File: src/rtl/ldpc_ber_pkg.sv
// ---------------------------------------------------------------------------
// ldpc_ber_pkg
// Shared constants and a helper for the LDPC BER tester result stage.
//   LDPC_BER_DOUT_WIDTH     default decoder output beat width (bits)
//   LDPC_BER_CNT_WIDTH      default block / bit-error accumulator width
//   LDPC_BER_INFLIGHT_WIDTH default in-flight counter width
//   LDPC_BER_POPCNT_CHUNK   bits per popcount lane
//   LDPC_BER_PART_W         width of one lane's partial count (0..32 -> 6 bits)
//   LDPC_BER_LANES          lane count for the default beat width
// ---------------------------------------------------------------------------
package ldpc_ber_pkg;

  localparam int LDPC_BER_DOUT_WIDTH     = 128;
  localparam int LDPC_BER_CNT_WIDTH      = 64;
  localparam int LDPC_BER_INFLIGHT_WIDTH = 32;
  localparam int LDPC_BER_POPCNT_CHUNK   = 32;
  localparam int LDPC_BER_PART_W         = $clog2(LDPC_BER_POPCNT_CHUNK + 1);
  localparam int LDPC_BER_LANES          = LDPC_BER_DOUT_WIDTH / LDPC_BER_POPCNT_CHUNK;

  // Number of ones in one 32-bit lane.
  function automatic logic [LDPC_BER_PART_W-1:0] ldpc_ber_popcount32(
    input logic [LDPC_BER_POPCNT_CHUNK-1:0] v
  );
    logic [LDPC_BER_PART_W-1:0] c;
    c = '0;
    for (int i = 0; i < LDPC_BER_POPCNT_CHUNK; i++) begin
      c = c + {{(LDPC_BER_PART_W-1){1'b0}}, v[i]};
    end
    return c;
  endfunction

endpackage

File: src/rtl/ldpc_ber_popcount.sv
// ---------------------------------------------------------------------------
// ldpc_ber_popcount
// One register stage that turns a WIDTH-bit word into WIDTH/32 partial
// popcounts, carrying a valid/last sideband alongside.
// Ports:
//   clk, resetn        clock, synchronous active-low reset
//   in_valid, in_last  sideband of the incoming word
//   in_data            word to count (WIDTH bits, WIDTH a multiple of 32)
//   out_valid/out_last registered sideband
//   out_partials       registered per-lane counts, lane l at [l*PART_W +: PART_W]
// ---------------------------------------------------------------------------
module ldpc_ber_popcount
  import ldpc_ber_pkg::*;
#(
  parameter int WIDTH = LDPC_BER_DOUT_WIDTH
) (
  input  logic                                                      clk,
  input  logic                                                      resetn,
  input  logic                                                      in_valid,
  input  logic                                                      in_last,
  input  logic [WIDTH-1:0]                                          in_data,
  output logic                                                      out_valid,
  output logic                                                      out_last,
  output logic [(WIDTH/LDPC_BER_POPCNT_CHUNK)*LDPC_BER_PART_W-1:0]  out_partials
);

  localparam int LANES = WIDTH / LDPC_BER_POPCNT_CHUNK;
  localparam int PW    = LDPC_BER_PART_W;
  localparam int CH    = LDPC_BER_POPCNT_CHUNK;

  logic                  valid_d, valid_q;
  logic                  last_d, last_q;
  logic [LANES*PW-1:0]   part_d, part_q;

  always_comb begin
    valid_d = in_valid;
    // last only means something together with valid
    last_d  = in_valid & in_last;
    part_d  = '0;
    for (int l = 0; l < LANES; l++) begin
      part_d[l*PW +: PW] = ldpc_ber_popcount32(in_data[l*CH +: CH]);
    end
  end

  always_ff @(posedge clk) begin
    if (!resetn) begin
      valid_q <= 1'b0;
      last_q  <= 1'b0;
      part_q  <= '0;
    end else begin
      valid_q <= valid_d;
      last_q  <= last_d;
      part_q  <= part_d;
    end
  end

  assign out_valid    = valid_q;
  assign out_last     = last_q;
  assign out_partials = part_q;

endmodule

File: src/rtl/ldpc_ber_error_counter.sv
// ---------------------------------------------------------------------------
// ldpc_ber_error_counter
// Result stage of the LDPC BER tester. The transmitted codeword is all-zero,
// so every 1 in the decoder's hard-decision output is a residual bit error.
// Three-stage pipeline: mask -> per-lane popcount -> accumulate, so a beat
// accepted in cycle T shows on the outputs in cycle T+3.
// Ports:
//   data_clk, data_sw_resetn  clock, synchronous active-low reset
//   data_last_mask            on tlast beats, only bits set here are counted
//   din_tvalid/tready/tlast   decoder input stream, observed only
//   s_dout_*                  decoder output stream (sink, never backpressures)
//   data_finished_blocks      completed blocks (wraps)
//   data_bit_errors           accumulated error bits (wraps)
//   data_in_flight            blocks inside the decoder (saturating 0..max)
//
// Handshake: a dout beat transfers on a rising edge where s_dout_tvalid and
// s_dout_tready are both 1; tready is 0 in reset and 1 from the first cycle
// after reset, so the source never has to hold data. The din stream is only
// watched: a din block is counted when tvalid, tready and tlast are all 1.
// ---------------------------------------------------------------------------
module ldpc_ber_error_counter
  import ldpc_ber_pkg::*;
#(
  parameter int DOUT_WIDTH     = LDPC_BER_DOUT_WIDTH,
  parameter int CNT_WIDTH      = LDPC_BER_CNT_WIDTH,
  parameter int INFLIGHT_WIDTH = LDPC_BER_INFLIGHT_WIDTH
) (
  input  logic                      data_clk,
  input  logic                      data_sw_resetn,
  input  logic [DOUT_WIDTH-1:0]     data_last_mask,
  input  logic                      din_tvalid,
  input  logic                      din_tready,
  input  logic                      din_tlast,
  input  logic                      s_dout_tvalid,
  output logic                      s_dout_tready,
  input  logic [DOUT_WIDTH-1:0]     s_dout_tdata,
  input  logic                      s_dout_tlast,
  output logic [CNT_WIDTH-1:0]      data_finished_blocks,
  output logic [CNT_WIDTH-1:0]      data_bit_errors,
  output logic [INFLIGHT_WIDTH-1:0] data_in_flight
);

  localparam int LANES = DOUT_WIDTH / LDPC_BER_POPCNT_CHUNK;
  localparam int PW    = LDPC_BER_PART_W;
  localparam int SUM_W = $clog2(DOUT_WIDTH + 1);

  logic                      tready_d, tready_q;
  logic                      s1_valid_d, s1_valid_q;
  logic                      s1_last_d, s1_last_q;
  logic [DOUT_WIDTH-1:0]     s1_data_d, s1_data_q;
  logic [CNT_WIDTH-1:0]      finished_d, finished_q;
  logic [CNT_WIDTH-1:0]      bit_errors_d, bit_errors_q;
  logic [INFLIGHT_WIDTH-1:0] in_flight_d, in_flight_q;

  logic                      s2_valid;
  logic                      s2_last;
  logic [LANES*PW-1:0]       s2_partials;

  logic                      accept;
  logic                      din_block;
  logic                      dout_block;
  logic [SUM_W-1:0]          beat_sum;

  // Stage 1: accept and mask
  always_comb begin
    tready_d   = 1'b1;
    accept     = s_dout_tvalid & tready_q;
    s1_valid_d = accept;
    s1_last_d  = accept & s_dout_tlast;
    s1_data_d  = '0;
    if (accept) begin
      // Unused tail bits of a block live only on its last beat.
      s1_data_d = s_dout_tdata & (s_dout_tlast ? data_last_mask : {DOUT_WIDTH{1'b1}});
    end
  end

  // Stage 2: per-lane popcount
  ldpc_ber_popcount #(
    .WIDTH(DOUT_WIDTH)
  ) u_popcount (
    .clk          (data_clk),
    .resetn       (data_sw_resetn),
    .in_valid     (s1_valid_q),
    .in_last      (s1_last_q),
    .in_data      (s1_data_q),
    .out_valid    (s2_valid),
    .out_last     (s2_last),
    .out_partials (s2_partials)
  );

  // Stage 3: accumulate
  always_comb begin
    beat_sum = '0;
    for (int l = 0; l < LANES; l++) begin
      beat_sum = beat_sum + SUM_W'(s2_partials[l*PW +: PW]);
    end
    bit_errors_d = bit_errors_q;
    finished_d   = finished_q;
    if (s2_valid) begin
      bit_errors_d = bit_errors_q + CNT_WIDTH'(beat_sum);
      if (s2_last) begin
        finished_d = finished_q + CNT_WIDTH'(1);
      end
    end
  end

  // In-flight tracking works on raw handshakes, not on the pipeline, so it
  // reacts in the same cycle the dout block leaves the decoder.
  always_comb begin
    din_block   = din_tvalid & din_tready & din_tlast;
    dout_block  = accept & s_dout_tlast;
    in_flight_d = in_flight_q;
    if (din_block && !dout_block && !(&in_flight_q)) begin
      in_flight_d = in_flight_q + INFLIGHT_WIDTH'(1);
    end else if (dout_block && !din_block && (in_flight_q != '0)) begin
      in_flight_d = in_flight_q - INFLIGHT_WIDTH'(1);
    end
  end

  always_ff @(posedge data_clk) begin
    if (!data_sw_resetn) begin
      tready_q     <= 1'b0;
      s1_valid_q   <= 1'b0;
      s1_last_q    <= 1'b0;
      s1_data_q    <= '0;
      finished_q   <= '0;
      bit_errors_q <= '0;
      in_flight_q  <= '0;
    end else begin
      tready_q     <= tready_d;
      s1_valid_q   <= s1_valid_d;
      s1_last_q    <= s1_last_d;
      s1_data_q    <= s1_data_d;
      finished_q   <= finished_d;
      bit_errors_q <= bit_errors_d;
      in_flight_q  <= in_flight_d;
    end
  end

  assign s_dout_tready        = tready_q;
  assign data_finished_blocks = finished_q;
  assign data_bit_errors      = bit_errors_q;
  assign data_in_flight       = in_flight_q;

endmodule

File: config.mk
export PLATFORM = sky130hd
export DESIGN_NAME = ldpc_ber_error_counter
export DESIGN_NICKNAME = d
export VERILOG_FILES = /design/src/rtl/ldpc_ber_pkg.sv /design/src/rtl/ldpc_ber_popcount.sv /design/src/rtl/ldpc_ber_error_counter.sv
export SDC_FILE = /design/constraint.sdc
export NUM_CORES = 1
export LEC_CHECK = 0
export BUFFER_PORTS_ARGS = -buffer_cell sky130_fd_sc_hd__buf_2
export CAP_MARGIN = 40
export CORE_ASPECT_RATIO = 1.25
export CORE_MARGIN = 4
export CORE_UTILIZATION = 58
export CTS_CLUSTER_SIZE = 20
export DETAILED_ROUTE_END_ITERATION = 16
export PLACE_DENSITY_LB_ADDON = 0.12
export SYNTH_ARGS = -nofsm -noshare
export SYNTH_HDL_FRONTEND = slang
export SYNTH_SLANG_ARGS = --single-unit
File: constraint.sdc
create_clock -name data_clk -period 10.93 [get_ports data_clk]
set_clock_uncertainty 0.05 [all_clocks]
set_input_delay 1.093 -clock data_clk [delete_from_list [all_inputs] [get_ports data_clk]]
set_output_delay 1.093 -clock data_clk [all_outputs]
set_load 0.03 [all_outputs]
==> run metrics <==
prevailing post-synth register cell=dfxtp_1; Post-synth EDFFs=0; Sequential Area=6350 um2; Slew Limit Fails=0; status=finished, final reports clean; fmax=194 MHz; worst-path fanout max=2; CTS tree=yes; Power Total=3090 uW; critical path data arrival time=5.54 ns; share of cells above drive strength 1=0.209; final-report setup violation count=0; LEAKAGE=0.00930 uW; relative slew slack=0.379; drt drc=0; via count of the routed design=14601; diode count=0; final instance area=20600 um2; Tcrit/Tclk final=0.471; fin nets=2819; starting DRC count in detailed routing=873; Placement Rows=70; CTS root buf=clkbuf_16; pwr/cell area=150 nW/um2; initial antenna violation count=0; gpl congestion=0.881; Post-Syn Instances=1971; total grt overflow=0; dpl cell area=19500 um2; H-tree depth=1; initial core utilization=0.586; first-pass GRT wire length=65000 um; vias in the first global route=14105; number of buffers added on ports=423; Layout area overhead=20.3%; CTS max path bufs=3; Tmin final=5.15 ns; Die ar.=32300 um2; Avg Cell Area, Syn=8.67 um2; Via density=5.24; Cell Area, Synth=17100 um2; Setup crit end kind=flop; Crit Path Class=reg2reg; Clock Sinks=317; Post-DP HPWL=31000 um; slew of the pin with the lowest slew margin=0.932 ns; hold buffer count at cts=0; final WL=40200 um; CTS resizes=0; GRT Resource Usage Total=0.238; post-CTS setup buffers=0; Syn. warnings=0; Max Cap Violations=0; Final Core Density=0.705; RSZ-0062 raised after global routing=false; #FFs+latches synth=317; multi-input logic area=9500 um2; critical path required time=11.32 ns; I/O pin count=424; Routed Antenna Nets=0; first-pass detailed-route iteration total=6; Worst-path clk slew=0.06 ns; core area=29200 um2; Startpoint Class=flop; final hold vios=0; Post-synth ARST share=0; Syn Nets=2424; maximum vdd ir drop=126 uV; later-pin clock latency in the skew report=0.56 ns; sequential element share of the synthesized area=0.371; FILL cells=2372; CTS buffer count=31; Die Y=200 um; Distinct cells, synth=55; Final Hold Slack=0.406 ns; Fin Setup TNS=0 ns; WL/cell=14.4 um; pin count of the biggest net entering global routing=128; Hold Crit Class=reg2reg; die span in x=162 um
-- final timing paths --
path | startpoint | endpoint | slack, ns | cells past startpoint
min reg2reg | s1_valid_q$_SDFF_PN0_ | u_popcount.out_valid$_SDFF_PN0_ | 0.41 | 1
max | s1_data_q[0]$_SDFF_PN0_ | u_popcount.out_partials[4]$_SDFF_PN0_ | 5.78 | 15
min | s1_valid_q$_SDFF_PN0_ | u_popcount.out_valid$_SDFF_PN0_ | 0.41 | 1
max reg2reg | s1_data_q[0]$_SDFF_PN0_ | u_popcount.out_partials[4]$_SDFF_PN0_ | 5.78 | 15
-- critical path, cell delays in order, from the launching register on --
cell     delay (ns)
dfxtp_1        0.30
ha_1           0.28
inv_1          0.07
fa_1           0.43
fa_1           0.54
fa_1           0.44
fa_1           0.54
fa_1           0.43
fa_1           0.49
inv_1          0.05
fa_1           0.41
fa_1           0.42
a21o_1         0.20
a21oi_1        0.16
xor2_1         0.16
nor2_1         0.05
-- per-layer routing --
metal  part of all wire  routed length (um)  track usage  up-vias
li1                   -                   -            -     7298
met1               0.39               15900        0.288     6818
met2               0.52               21000        0.449      414
met3              0.055                2190       0.0275       71
met4              0.028                1110       0.0702        0
met5                  0                   0            0        -
-- power by group --
group          internal (uW)  switching, uW  total (uW)  leakage [uW]
combinational            330            454         784       0.00624
clock                    594            460        1050      0.000489
sequential              1210           48.9        1250       0.00257
-- synthesized netlist by cell type, drive strengths merged (2+ instances only) --
cell | count | area [um2]
nand3 | 54 | 270
xnor2 | 58 | 508
nand2 | 123 | 464
a211oi | 7 | 52.6
a21oi | 97 | 485
nand3b | 3 | 22.5
ha | 76 | 951
nor3 | 22 | 110
a211o | 3 | 26.3
xor2 | 54 | 473
nor2b | 7 | 43.8
and3 | 19 | 119
a2111oi | 3 | 26.3
fa | 114 | 2280
nand4b | 2 | 17.5
o22ai | 4 | 25.0
or4 | 14 | 109
nand4 | 47 | 294
o21ai | 173 | 866
o41ai | 2 | 17.5
o21a | 3 | 22.5
or2 | 2 | 12.5
nor4 | 25 | 156
buf | 4 | 31.3
nand2b | 13 | 81.3
a21o | 22 | 165
a31oi | 4 | 25.0
inv | 257 | 965
o31ai | 13 | 97.6
clkbuf | 69 | 259
or3 | 29 | 181
o211ai | 5 | 37.5
o21bai | 4 | 30.0
or4b | 2 | 23.8
nor2 | 261 | 980
dfxtp | 317 | 6350
mux2i | 20 | 200
and4 | 15 | 134
and2 | 14 | 87.6
-- state kept, by name, indices dropped and copies added, names as in the netlist --
register / count
s1_data_q: 128
data_bit_errors: 64
data_finished_blocks: 64
data_in_flight: 32
u_popcount.out_partials: 24
s1_last_q: 1
s1_valid_q: 1
s_dout_tready: 1
u_popcount.out_last: 1
u_popcount.out_valid: 1
-- per-stage QoR --
step / std cells / worst slack, ns
after floorplan: 1971 / 5.94
after global placement: 2726 / 5.80
after detailed placement: 2729 / 5.78
after CTS: 2785 / 5.74
after global routing: 2785 / 5.60
final: 2785 / 5.78
-- layout make-up --
type                       instances  share of cell area
clock inverter                    16             0.00670
timing repair buffer             435               0.108
multi-input combinational       1323               0.462
inverter                         258              0.0472
sequential                       317               0.309
tap                              396              0.0241
clock buffer                      40              0.0428
-- cells in the final DEF, fill, tap and decap left out, drive strengths merged, types with 29 or more instances in the layout --
cell type and n:
nand3 54, clkbuf 40, nor2 261, nand4 47, o21ai 173, a21oi 97, xor2 54, dfxtp 317
or3 29, ha 76, inv 261, nand2 123, fa 114, buf 435, xnor2 58
-- cells by family after synthesis --
| group | after synthesis | synth area share |
|---|---|---|
| mux | 21 | 0.0124 |
| compound gates | 348 | 0.114 |
| simple gates | 652 | 0.182 |
| flops | 317 | 0.371 |
| fa+ha+maj | 190 | 0.189 |
| buf+inv | 331 | 0.0737 |
| xor+xnor | 112 | 0.0574 |
Power figures use the tool's default switching activity.
